### src/rtl/dmem_arbiter.sv
// dmem_arbiter -- shares the single-port data memory between the pipeline
// memory stage and a loader/debug port.
//
// Pipeline has priority. A loader that has been blocked for MAX_WAIT cycles
// is forced through, and the pipeline is stalled for that one cycle. Every
// loader access is followed by one S_ACK cycle. In that cycle ld_ack pulses
// and the loader cannot be granted, so the loader gets at most one access
// every two cycles.
//
// Ports
//   clk, rst             clock, asynchronous active-high reset
//   MemReqM/MemWriteM    pipeline request / store flag
//   AddrM/WriteDataM     pipeline address / store data
//   ReadDataM, StallM    pipeline load data (combinational) / hold M stage
//   ld_req/ld_we         loader request / write flag (held until ld_ack)
//   ld_addr/ld_wdata     loader address / write data
//   ld_ack, ld_rdata     loader completion pulse / registered read data
//   WE/WA/WD, DataRD     memory write enable, address, write data, read data
//   stat_ld_grants       loader grant count (stats build)
//   stat_stalls          forced-stall cycle count (stats build)
//
// Build option: define DMEM_ARB_STATS_EN to add the two saturating 16-bit
// statistics counters. Without it, both stat outputs are tied to 0.
module dmem_arbiter #(
  parameter int MAX_WAIT = 4,
  parameter int CW       = 3
) (
  input  logic        clk,
  input  logic        rst,
  input  logic        MemReqM,
  input  logic        MemWriteM,
  input  logic [31:0] AddrM,
  input  logic [31:0] WriteDataM,
  output logic [31:0] ReadDataM,
  output logic        StallM,
  input  logic        ld_req,
  input  logic        ld_we,
  input  logic [31:0] ld_addr,
  input  logic [31:0] ld_wdata,
  output logic        ld_ack,
  output logic [31:0] ld_rdata,
  output logic        WE,
  output logic [31:0] WA,
  output logic [31:0] WD,
  input  logic [31:0] DataRD,
  output logic [15:0] stat_ld_grants,
  output logic [15:0] stat_stalls
);

  typedef enum logic {S_IDLE = 1'b0, S_ACK = 1'b1} state_e;

  localparam logic [CW-1:0] WAIT_MAX = CW'(MAX_WAIT);

  state_e        state_q, state_d;
  logic [CW-1:0] wait_cnt_q, wait_cnt_d;
  logic [31:0]   ld_rdata_q, ld_rdata_d;

  logic idle, force_ld, ld_grant, pipe_grant;

  assign idle       = (state_q == S_IDLE);
  assign force_ld   = ld_req & (wait_cnt_q == WAIT_MAX) & idle;
  assign ld_grant   = idle & ld_req & (~MemReqM | force_ld);
  assign pipe_grant = MemReqM & ~force_ld;

  // Memory-side routing. The read data goes straight back to the pipeline.
  // ReadDataM is only meaningful while the pipeline is granted.
  always_comb begin
    WE        = 1'b0;
    WA        = AddrM;
    WD        = WriteDataM;
    StallM    = 1'b0;
    ReadDataM = DataRD;
    if (ld_grant) begin
      WE     = ld_we;
      WA     = ld_addr;
      WD     = ld_wdata;
      StallM = MemReqM;
    end else if (pipe_grant) begin
      WE = MemWriteM;
    end
    // Reset overrides everything so nothing is written while rst is high.
    if (rst) begin
      WE     = 1'b0;
      StallM = 1'b0;
    end
  end

  always_comb begin
    state_d    = state_q;
    wait_cnt_d = wait_cnt_q;
    ld_rdata_d = ld_rdata_q;
    case (state_q)
      S_IDLE: begin
        if (ld_grant) begin
          // Writes capture DataRD as well; the value is harmless.
          ld_rdata_d = DataRD;
          wait_cnt_d = '0;
          state_d    = S_ACK;
        end else if (ld_req && wait_cnt_q != WAIT_MAX) begin
          // The loader is blocked by the pipeline this cycle.
          wait_cnt_d = wait_cnt_q + 1'b1;
        end
      end
      S_ACK:   state_d = S_IDLE;
      default: state_d = S_IDLE;
    endcase
  end

  always_ff @(posedge clk or posedge rst) begin
    if (rst) begin
      state_q    <= S_IDLE;
      wait_cnt_q <= '0;
      ld_rdata_q <= '0;
    end else begin
      state_q    <= state_d;
      wait_cnt_q <= wait_cnt_d;
      ld_rdata_q <= ld_rdata_d;
    end
  end

  assign ld_ack   = (state_q == S_ACK) & ~rst;
  assign ld_rdata = ld_rdata_q;

`ifdef DMEM_ARB_STATS_EN
  logic [15:0] grants_q, grants_d, stalls_q, stalls_d;

  always_comb begin
    grants_d = grants_q;
    stalls_d = stalls_q;
    if (ld_grant && grants_q != 16'hFFFF) grants_d = grants_q + 16'd1;
    if (StallM   && stalls_q != 16'hFFFF) stalls_d = stalls_q + 16'd1;
  end

  always_ff @(posedge clk or posedge rst) begin
    if (rst) begin
      grants_q <= '0;
      stalls_q <= '0;
    end else begin
      grants_q <= grants_d;
      stalls_q <= stalls_d;
    end
  end

  assign stat_ld_grants = grants_q;
  assign stat_stalls    = stalls_q;
`else
  assign stat_ld_grants = '0;
  assign stat_stalls    = '0;
`endif

endmodule

### config.mk
export PLATFORM = sky130hd
export DESIGN_NAME = dmem_arbiter
export DESIGN_NICKNAME = d
export VERILOG_FILES = /design/src/rtl/dmem_arbiter.sv
export SDC_FILE = /design/constraint.sdc
export NUM_CORES = 1
export LEC_CHECK = 0
export CORE_AREA = 4 4 125 127
export DETAILED_ROUTE_END_ITERATION = 12
export DIE_AREA = 0 0 129 131
export GPL_TIMING_DRIVEN = 0
export HOLD_SLACK_MARGIN = 0.1
export PLACE_DENSITY = 0.62
export RECOVER_POWER = 100
export SLEW_MARGIN = 20
export SYNTH_ARGS = -nofsm -noshare
export SYNTH_HDL_FRONTEND = slang
export SYNTH_SLANG_ARGS = --single-unit
### constraint.sdc
create_clock -name clk -period 1.75 [get_ports clk]
set_clock_uncertainty 0.15 [all_clocks]
set_input_delay 0.175 -clock clk [delete_from_list [all_inputs] [get_ports clk]]
set_output_delay 0.175 -clock clk [all_outputs]
set_load 0.005 [all_outputs]
==> flow_summary_export.csv <==
group,metric,value,unit
status,result_of_the_run,"complete, but fails checks",
status,violated_checks,"negative setup slack",
synth,synth_cell_types,21,
final_layout,synthToLayoutAreaGrowth,172.3,%
power,power_frac_clock,23.3,%
clocking,cts-buffers-inserted,5,
clocking,clkSinkCount,36,
clocking,cts-root-to-sink-buffers,2,
floorplan,initial_cell_density_of_the_core,18.82,%
clocking,cts_tree,"built",
timing,hold_ws,0.3522,ns
drt,drt-met1-wl,4609,um
place,detailed_place_hpwl,10380,um
clocking,clock_tree.htree_level_count,2,
power,leakagePower,3.453,nW
timing,finalCriticalPeriod,2.367,ns
hold_path,hold-path-cell-count,1,
synth,synth.most_common_cell,"mux2_2",
worst_setup_path,critPathBufInv,7,
synth,synthFlopType,"dfrtp_1",
global_route,maximum_number_of_pins_on_one_net_before_global_route_repair,33,
synth,synth-edff-count,0,
synth,synthesis.instances,230,
synth,synth.largest_area_cell,"dfrtp_1",
synth,netlist_area,2714,um^2
timing,fmaxAchievable,0.4225,GHz
drt,first_iter_violations,58,
timing,max_slew_violation_count,0,
floorplan,die_w,129,um
global_route,grt_util_all_layers,14.30,%
worst_setup_path,cp_slowest_cell,"dfrtp_1",
clocking,clock_slew_seen_by_the_registers_of_the_worst_setup_and_hold_paths,0.06,ns
worst_setup_path,critPathArrivalTime,2.04,ns
final_layout,number_of_nets_in_the_final_layout,788,
drt,dr_total_vias,3134,
power,switching_fraction_of_total_power,25.42,%
place,preCtsSetupSlack,-0.9164,ns
clocking,library_cell_used_as_clock_root_buffer,"clkbuf_16",
drt,drtAntennaViolNets,0,
timing,grt_setup_unrepaired,"yes",
synth,yosys.area.top_type_share,33.20,%
synth,most_frequent_cells_after_synthesis,"mux2_2, buf_4, dfrtp_1",
floorplan,core_outline_area,14420,um^2
drt,top_layer_used,"met4",
worst_setup_path,worstSetupEndpointType,"output pin",
hold_path,hp-class,"flop to flop",
power,max-vdd-ir-drop,363.0,uV
worst_setup_path,worst_reg2reg_path_depth,11,
place,routabilityCongestion,0.7968,
worst_setup_path,timing.setup.critical_path_class,"flop to output pin",
timing,timing_hold_violations_final,0,
job,cap_violations,0,
hold_path,whs_endpoint,"ld_rdata[25]",
synth,syn_avg_cell_area,11.80,um^2
final_layout,design_area,7391,um^2
final_layout,num-fill-cells,1266,
power,power_frac_comb,51.9,%
worst_setup_path,worstPathMaxFanout,5,
drt,drc,0,
place,dpl-instance-area,6097,um^2
worst_setup_path,worst-r2r-setup-slack,-0.28,ns
floorplan,io-pin-count,329,
final_layout,drive_above_1_share,49.28,%
worst_setup_path,critical_path_rt,1.42,ns
final_layout,regArea,900.9,um^2
floorplan,die_height,131,um
drt,route.detailed.vias_per_inst,3.893,
drt,finalWirelength,13430,um
drt,dr.pass1.iters,4,
hold_path,holdCritStartpoint,"ld_rdata[25]",
global_route,grt_antenna_before_repair,0,
floorplan,die-area,16900,um^2
power,internal_power,3.340,mW
synth,async_flop_share,100.0,%
power,total_switching_power,1.138,mW
drt,post_drt_wl_per_cell,16.69,um
power,seqPwrFrac,24.8,%
timing,slew_headroom,44.82,%
place,port-buffer-count,296,
global_route,grt_first_pass_wirelength,18700,um
worst_setup_path,worst_path_dominant_cell_family,"buffers and inverters",
drt,met2_wirelength,7290,um
synth,ffs_latches_synth,36,
worst_setup_path,worst_reg2reg_endpoint,"ld_rdata[29]",
worst_setup_path,crit_path_frequent_cell,"buf_6",
final_layout,multiInputGateArea,1745,um^2
worst_setup_path,crit_reg_reg_startpoint,"wait_cnt_q[0]",
timing,final.period_utilization,135.3,%
final_layout,insertedDiodeCount,0,
floorplan,floorplan.rows,44,
timing,layout_setup_ws,-0.6170,ns
clocking,worst_skew_pair.late_latency,0.28,ns
worst_setup_path,path_cells,"inv_2 -> ha_4 -> nand2_4 -> a21oi_4 -> buf_6 -> buf_12 -> buf_12 -> buf_8 -> buf_6 -> mux2_4 -> buf_6",
synth,seq_area_frac_synth,33.20,%
power,power_per_cell_area,606.0,nW/um^2
worst_setup_path,crit_path_start_kind,"flop",
timing,worst_slew_pin_slew,0.8277,ns
global_route,first_global_vias,3414,
drt,route.met3.wl,1374,um
timing,setup_viol,98,
global_route,grt-ovfl-total,0,
synth,synth.area.top_cells,"dfrtp_1, mux2_2, buf_4",
synth,yosysWarningCount,0,
timing,tns,-37.13,ns
worst_setup_path,cp_slowest_stage_delay,0.39,ns
==> sequential cells by signal, indices dropped and copies added, names as in the netlist <==
| name | flops |
|---|---|
| ld_rdata | 32 |
| wait_cnt_q | 3 |
| state_q | 1 |
==> layer usage <==
metal  global-route usage, %  vias up
met1                   15.58     1454
met5                       0        -
met2                   26.89      178
li1                        -     1490
met3                   4.919       12
met4                   2.903        0
==> cells by family after synthesis <==
kind of cell	share of synthesized area, %
compound gates	1.937
fa+ha+maj	0.9219
buf+inv	21.30
mux	39.83
flops	33.19
simple gates	2.674
other cells	0.1382
==> through the flow <==
stage | power, mW | util [%] | cells
after global placement | 2.920 | 42.13 | 741
final | 4.479 | 51.24 | 805
after floorplan | 1.748 | - | 261
after CTS | 4.506 | 50.12 | 804
after detailed placement | 2.951 | 42.27 | 742
after global routing | 4.715 | 51.24 | 805
==> placed cells by master, fill, tap and decap left out, types with 2 or more instances in the layout <==
cell,instances
mux2_4,96
dfrtp_1,36
buf_4,74
clkdlybuf4s50_1,197
buf_8,12
a22o_1,2
inv_2,2
buf_12,6
clkbuf_16,5
nor2b_1,3
buf_6,100
o21ai_1,2
dlygate4sd3_1,34
conb_1,32
==> layout make-up <==
cell class	count	share of cell area, %
clock inverter	3	0.6264
tap	184	3.115
inverter	3	0.1524
clock buffer	5	1.693
multi-input combinational	148	23.62
sequential	36	12.19
timing repair buffer	353	50.08
buffer	73	8.532
==> power by group through the flow <==
stage | combinational [mW] | clock, mW | sequential (mW)
finish | 2.32 | 1.04 | 1.11
detailed placement | 1.83 | 0 | 1.13
global route | 2.45 | 1.12 | 1.14
CTS | 2.30 | 1.08 | 1.12
global placement | 1.81 | 0 | 1.11
floorplan | 0.617 | 0 | 1.13
==> worst max-delay path by stage <==
stage	startpoint	endpoint	slack (ns)	cells after the start
CTS	wait_cnt_q[1]	WD[11]	-0.66	11
floorplan	wait_cnt_q[0]	WD[11]	-0.08	7
detailed placement	ld_req	WD[11]	-0.92	7
global route	wait_cnt_q[0]	WD[11]	-0.70	11
finish	wait_cnt_q[0]	WD[11]	-0.62	11
global placement	rst	WE	-1.34	5
==> timing repair <==
item / CTS / global route
buffers inserted: 53 / 15
endpoints found under the hold margin: 4 / 0
pin swaps: 4 / 1
resized for setup: 451 / 57
gates cloned: 1 / 0
endpoints found under the setup margin: 98 / 98
hold buffers: 1 / 0
No activity file was read; power rests on OpenSTA's default activity.
